[src/rtl/uart_tx_arbiter.sv]
// Round-robin arbiter sharing one uart_tx serializer among N_REQ byte-stream
// requesters; a grant lasts one packet unless the burst cap forces an early release.
module uart_tx_arbiter #(
    parameter int unsigned N_REQ      = 4,
    parameter int unsigned NB_DATA    = 8,
    parameter int unsigned NB_REQ_IDX = 2,
    parameter int unsigned MAX_BURST  = 16
) (
    input  logic                       i_clk,
    input  logic                       i_reset_n,
    input  logic [N_REQ-1:0]           i_req_valid,
    input  logic [N_REQ*NB_DATA-1:0]   i_req_data,
    input  logic [N_REQ-1:0]           i_req_last,
    output logic [N_REQ-1:0]           o_req_ready,
    output logic                       o_tx_start,
    output logic [NB_DATA-1:0]         o_tx_data,
    input  logic                       i_tx_done,
    output logic [NB_REQ_IDX-1:0]      o_grant_id,
    output logic                       o_grant_valid,
    output logic                       o_busy
);

    localparam int unsigned           NB_CNT   = 8;
    localparam logic [NB_REQ_IDX-1:0] LAST_IDX = NB_REQ_IDX'(N_REQ - 1);

    typedef enum logic [1:0] {IDLE, ISSUE, START, WAIT} state_t;

    state_t                state;
    logic [NB_REQ_IDX-1:0] rr_ptr;
    logic [NB_CNT-1:0]     burst_cnt;
    logic                  last_q;
    logic [NB_DATA-1:0]    req_bytes [N_REQ];
    logic                  pick_found;
    logic [NB_REQ_IDX-1:0] pick_idx;
    int unsigned           cand;
    logic                  handshake;
    logic                  release_grant;
    logic [NB_REQ_IDX-1:0] next_ptr;

    for (genvar g = 0; g < N_REQ; g++) begin : g_slice
        assign req_bytes[g] = i_req_data[g*NB_DATA +: NB_DATA];
    end

    // Scan farthest-to-nearest from rr_ptr so the last hit is the nearest valid requester.
    always_comb begin
        pick_found = 1'b0;
        pick_idx   = '0;
        cand       = 0;
        for (int i = int'(N_REQ) - 1; i >= 0; i--) begin
            cand = (32'(rr_ptr) + 32'(i)) % N_REQ;
            if (i_req_valid[NB_REQ_IDX'(cand)]) begin
                pick_found = 1'b1;
                pick_idx   = NB_REQ_IDX'(cand);
            end
        end
    end

    assign handshake     = (state == ISSUE) && i_req_valid[o_grant_id];
    assign release_grant = last_q || ((MAX_BURST != 0) && (burst_cnt == NB_CNT'(MAX_BURST)));
    assign next_ptr      = (o_grant_id == LAST_IDX) ? '0 : o_grant_id + NB_REQ_IDX'(1);
    assign o_req_ready   = (state == ISSUE) ? (i_req_valid & (N_REQ'(1) << o_grant_id)) : '0;

    // Packet-level FSM; tx_done is honoured only in WAIT.
    always_ff @(posedge i_clk or negedge i_reset_n) begin
        if (!i_reset_n) begin
            state         <= IDLE;
            rr_ptr        <= '0;
            burst_cnt     <= '0;
            last_q        <= 1'b0;
            o_tx_start    <= 1'b0;
            o_tx_data     <= '0;
            o_grant_id    <= '0;
            o_grant_valid <= 1'b0;
            o_busy        <= 1'b0;
        end else begin
            o_tx_start <= 1'b0;
            case (state)
                IDLE: begin
                    if (pick_found) begin
                        o_grant_id    <= pick_idx;
                        o_grant_valid <= 1'b1;
                        o_busy        <= 1'b1;
                        state         <= ISSUE;
                    end
                end
                ISSUE: begin
                    if (handshake) begin
                        o_tx_data  <= req_bytes[o_grant_id];
                        last_q     <= i_req_last[o_grant_id];
                        burst_cnt  <= burst_cnt + NB_CNT'(1);
                        o_tx_start <= 1'b1;
                        state      <= START;
                    end
                end
                START: state <= WAIT;
                WAIT: begin
                    if (i_tx_done) begin
                        if (release_grant) begin
                            rr_ptr        <= next_ptr;
                            burst_cnt     <= '0;
                            o_grant_valid <= 1'b0;
                            o_busy        <= 1'b0;
                            state         <= IDLE;
                        end else begin
                            state <= ISSUE;
                        end
                    end
                end
                default: state <= IDLE;
            endcase
        end
    end

endmodule

[config.mk]
export PLATFORM = sky130hd
export DESIGN_NAME = uart_tx_arbiter
export DESIGN_NICKNAME = d
export VERILOG_FILES = /design/src/rtl/uart_tx_arbiter.sv
export SDC_FILE = /design/constraint.sdc
export NUM_CORES = 1
export LEC_CHECK = 0
export ABC_AREA = 1
export CAP_MARGIN = 20
export CORE_MARGIN = 1.5
export CORE_UTILIZATION = 42
export CTS_CLUSTER_DIAMETER = 80
export DETAILED_ROUTE_END_ITERATION = 7
export PLACE_DENSITY = 0.77
export SLEW_MARGIN = 20
export SYNTH_ARGS = -nofsm -noshare
export SYNTH_HDL_FRONTEND = slang
export SYNTH_SLANG_ARGS = --single-unit
[constraint.sdc]
create_clock -name i_clk -period 1.44 [get_ports i_clk]
set_clock_uncertainty 0.05 [all_clocks]
set_input_delay 0.288 -clock i_clk [delete_from_list [all_inputs] [get_ports i_clk]]
set_output_delay 0.288 -clock i_clk [all_outputs]
set_load 0.005 [all_outputs]
Yosys cells after proc, flatten, opt, wreduce, memory -nomap -nowiden
Index checks and enable logic that the tools add are counted.
- flip-flop bits (word level): 25
- word-level logic and storage cells: 82
- $add $sub $neg: 5
- order comparisons: 6
- equal/unequal tests: 9
- shift operators: 1
- muxes and demuxes: 40
- bitwise operators: 2
- reductions and logical operators: 11
- operators by type and width (kind ; count):
    $mux W8 ; 5
    $bmux W8 S2 ; 1
    $mux W1 ; 16
    $mux W2 ; 8
    $pmux W8 S2 ; 1
    $lt A2 B3 Y1 const B ; 5
    $bmux W1 S2 ; 6
    $add A8 B1 Y8 const B ; 1
    $eq A8 B5 Y1 const B ; 1
    $ne A2 B2 Y1 const B ; 4
    $pmux W2 S4 ; 1
    $reduce_and A4 Y1 ; 2
    $eq A2 B2 Y1 const B ; 3
    $reduce_and A3 Y1 ; 2
    $add A2 B1 Y2 const B ; 2
    $add A2 B2 Y2 const B ; 2
    $and A4 B4 Y4 ; 1
    $mux W4 ; 1
    $reduce_and A2 Y1 ; 2
    $reduce_bool A2 Y1 ; 2
    $shl A1 B2 Y4 const A ; 1
    $ge A3 B3 Y1 const B ; 1
    $not A2 Y3 ; 1
    $eq A2 B1 Y1 const B ; 1
    other kinds (4) ; 4

Longest topological paths before layout
- depth in word-level cells: 9
- depth in mapped cells: 12

Worst setup path after synthesis
OpenSTA, ideal clock, no wires.
- path kind: register to register
- start: reg state[1]
- end: reg burst_cnt[5]
- library setup time: 0.118 ns
- arrival: 1.397 ns
- required time: 1.272 ns
- slack: -0.124 ns
- stages on the path, launching flop included: 11
- buffers on the path: 1
- path through: dfrtp_1 inv_1 ha_1 inv_1 nor2_4 inv_4 o21ai_2 nand2_2 buf_6 nand2_1 o21ai_2
- cells in the longest elaborated chain, start to end: 4
- elaborated cells on any way between the ends: 9
- those cells by class: eq/ne: 5; mux: 1; reduce/logical: 3
- ends and longest elaborated chain (item ; RTL line ; text):
    from (decl) ; 28 ; state_t state;
    from (signal assigned) ; 66 ; state <= IDLE;
    from (signal assigned) ; 83 ; state <= ISSUE;
    from (signal assigned) ; 92 ; state <= START;
    $eq A2 B1 Y1 ; 58, 77 ;
    $logic_and A1 B1 Y1 ; 58 ; assign handshake = (state == ISSUE) && i_req_valid[o_grant_id];
    $ne A2 B2 Y1 (no source line) ; - ;
    $reduce_and A4 Y1 (no source line) ; - ;
    to (signal assigned) ; 90 ; burst_cnt <= burst_cnt + NB_CNT'(1);
    to (decl) ; 30 ; logic [NB_CNT-1:0] burst_cnt;
Parallel ways exist; a longest one is shown, timed or not.
A chain may end at the register's enable or synchronous reset.

Worst setup path in the final report
- start: reg o_grant_id[0]
- end: out o_req_ready[0]
- cells in the longest elaborated chain, start to end: 3
- ends and longest elaborated chain (item ; RTL line ; text):
    from (decl) ; 18 ; output logic [NB_REQ_IDX-1:0] o_grant_id,
    from (signal assigned) ; 80 ; o_grant_id <= pick_idx;
    $shl A1 B2 Y4 ; 61 ; assign o_req_ready = (state == ISSUE) ? (i_req_valid & (N_REQ'(1) << o_grant_id)) : '0;
    $and A4 B4 Y4 ; 61 ;
    $mux W4 ; 61 ;
    to (decl) ; 14 ; output logic [N_REQ-1:0] o_req_ready,
Every way passes these cells.

==> impl_metrics.tcl <==
set metrics [dict create \
    violations "negative setup slack" \
    hold_viol 0 \
    gr-total-overflow 0 \
    grt_use_total 0.256 \
    gp_congestion 0.814 \
    r2r_start "o_grant_id[0]" \
    critPathLaunchType "flop" \
    grt_pass1_vias 2319 \
    rsz0062_at_grt "true" \
    h-tree-depth 1 \
    critPathArrivalTime_ns 1.33 \
    ys_seq_area_frac 0.339 \
    die_w_um 69.3 \
    grt_pass1_wl_mm 10.1 \
    use_met2 0.473 \
    dp.cells 415 \
    die_h_um 69.3 \
    io_pins 60 \
    stdcell_count 439 \
    max_slew.worst_pin.slew_ns 0.241 \
    gr-usage-met1 0.276 \
    drive_gt1_frac 0.355 \
    cp-end-kind "primary output" \
    cts_tree "done" \
    place_area_mm2 0.00277 \
    r2r_cells 11 \
    vdd_ir_drop_max_mv 0.954 \
    syn_inst 278 \
    clockRootBuffer "clkbuf_8" \
    regToRegEndpoint "state[1]" \
    synthDistinctLibCells 28 \
    clockBufferDepth 2 \
    timing.final.ws_setup_ns -0.226 \
    fin_crit_sh 1.16 \
    finalMaxSlewViolations 0 \
    syn_area_mm2 0.00184 \
    cellLeakagePower_uw 0.00161 \
    grt.met3_usage 0.0669 \
    ant_nets 0 \
    final_area_mm2 0.00327 \
    hp-class "input port to asynchronous set/reset pin" \
    num-nets-final 442 \
    wl_per_cell_um 15.1 \
    port_buffers 59 \
    finalCriticalPeriod_ns 1.67 \
    dp_hpwl_mm 3.85 \
    insertedDiodeCount 0 \
    grt_max_degree 26 \
    cts_made_buffers 3 \
    path_clk_slew_ns 0.09 \
    via_count 2273 \
    viasPerCell 5.18 \
    internal_power_uw 3510 \
    drt_iter0_markers 138 \
    finalSetupViolCount 29 \
    yosysWarnings 0 \
    grt_busiest_layer "met2" \
    rows 23 \
    sw_frac_of_total 0.462 \
    crit_type "flop to primary output" \
    p_switching_uw 3010 \
    synth.net_count 330 \
    crit_required_ns 1.10 \
    synth_area_per_cell_um2 6.63 \
    drv_cap 0 \
    ys_ff_latch 25 \
    status "complete, but fails checks" \
    crit_fanout 4 \
    dieArea_mm2 0.00480 \
    antenna_found_initial 0 \
    coreArea_mm2 0.00412 \
    slew_headroom 0.838 \
    p_per_area_mw_per_mm2 1990 \
    holdWs_ns 0.303 \
    clock_power_share 0.067 \
    dr.pass1.iters 4 \
    initial_core_util 0.448 \
    area_growth_syn_to_layout_pct 77.3 \
    clock_latency_ns 0.28 \
    cts.sinks 25 \
    r2r_slack_ns -0.21 \
    drc_errors 0 \
    wirelength_mm 6.65 \
    clock.fmax_mhz 600 \
    combPwrFrac 0.751 \
    share_seq_of_total_power 0.182 \
]
-- worst max-delay path by stage --
| stage | from | to | slack, ns | cells past startpoint |
|---|---|---|---|---|
| final | o_grant_id[0] | o_req_ready[0] | -0.23 | 6 |
| after global routing | o_grant_id[0] | burst_cnt[7] | -0.30 | 13 |
| after CTS | o_grant_id[0] | o_req_ready[2] | -0.21 | 6 |
| after detailed placement | i_req_valid[1] | burst_cnt[7] | -0.47 | 11 |
| after global placement | i_req_valid[2] | o_req_ready[2] | -0.40 | 4 |
| after floorplan | state[0] | burst_cnt[5] | -0.02 | 11 |
-- layout by cell type (no fill, tap or decap), drive strengths merged, types with 4 or more instances in the layout --
cell type      Yosys  final
buf                7     63
clkbuf             4      4
clkdlybuf4s50      0     42
dfrtp             25     25
dlygate4sd2        0     11
ha                 9      9
inv               23     23
nand2            106    107
nand3             16     16
nand4              4      4
nor2              39     39
o21ai             26     26
o22ai              9      9
xor2               4      4
-- worst max-delay path, stage by stage (launching register included) --
cell and delay, ns:
dfrtp_2 0.45, buf_6 0.14, inv_8 0.06, ha_4 0.12, nand2_2 0.05, nor2_2 0.09, buf_2 0.12
-- layer usage --
metal | vias up | part of all wire
met5 | - | 0
met4 | 0 | 0.032
met3 | 20 | 0.061
met2 | 95 | 0.52
met1 | 1050 | 0.38
li1 | 1108 | -
-- synthesized netlist by cell type (all sizes together) --
cell      n  area (um^2)
inv      23         91.3
nand3    16         85.1
or2       1         6.26
o31ai     1         7.51
xor2      4         35.0
nand2   106          408
ha        9          113
o22ai     9         56.3
clkbuf    4         16.3
buf       7         48.8
xnor2     1         8.76
and2      1         6.26
nand4     4         25.0
dfrtp    25          626
o21ai    26          145
a21oi     2         10.0
nor2     39          156
-- layout make-up --
class	instances	area, um^2
clock buffers	3	41.3
clock inverters	1	5.00
fillers	270	845
inverters	23	116
multi-input cells	220	1320
flip-flops and latches	25	629
well taps	50	62.6
repair buffers	117	1100
-- sequential cells by signal, indices dropped and copies added, names as in the netlist --
| register | count |
|---|---|
| burst_cnt | 8 |
| last_q | 1 |
| o_busy | 1 |
| o_grant_id | 2 |
| o_tx_data | 8 |
| o_tx_start | 1 |
| rr_ptr | 2 |
| state | 2 |
-- through the flow --
step / util / worst slack (ns) / setup TNS, ns / power [uW]
after floorplan: - / -0.0235 / -0.135 / 3270
after global placement: 0.674 / -0.398 / -7.94 / 4570
after detailed placement: 0.674 / -0.467 / -9.27 / 4650
after CTS: 0.753 / -0.208 / -3.94 / 5830
after global routing: 0.795 / -0.301 / -6.32 / 7010
final: 0.795 / -0.226 / -4.49 / 6520
-- repair_timing --
item / in CTS / in global routing
buffers inserted: 17 / 4
pin swaps: 22 / 11
resized for setup: 91 / 38
cloned: 1 / 1
hold buffers: 0 / 0
endpoints found under the setup margin: 40 / 30
-- cell families (layout without fill, tap and decap cells) --
family          after synthesis  in the layout  share of synthesized area
simple gates                167            168                      0.372
compound gates               38             38                      0.119
buf+inv                      34            144                     0.0848
flops                        25             25                      0.339
fa+ha+maj                     9              9                     0.0611
xor+xnor                      5              5                     0.0237
-- power by group through the flow --
stage,combinational (uW),sequential [uW],clock [uW]
floorplan,2060,1210,0
global placement,3370,1200,0
detailed placement,3440,1210,0
CTS,4230,1170,429
global route,5320,1210,475
finish,4900,1190,434
(Power assumes the default switching activity.)
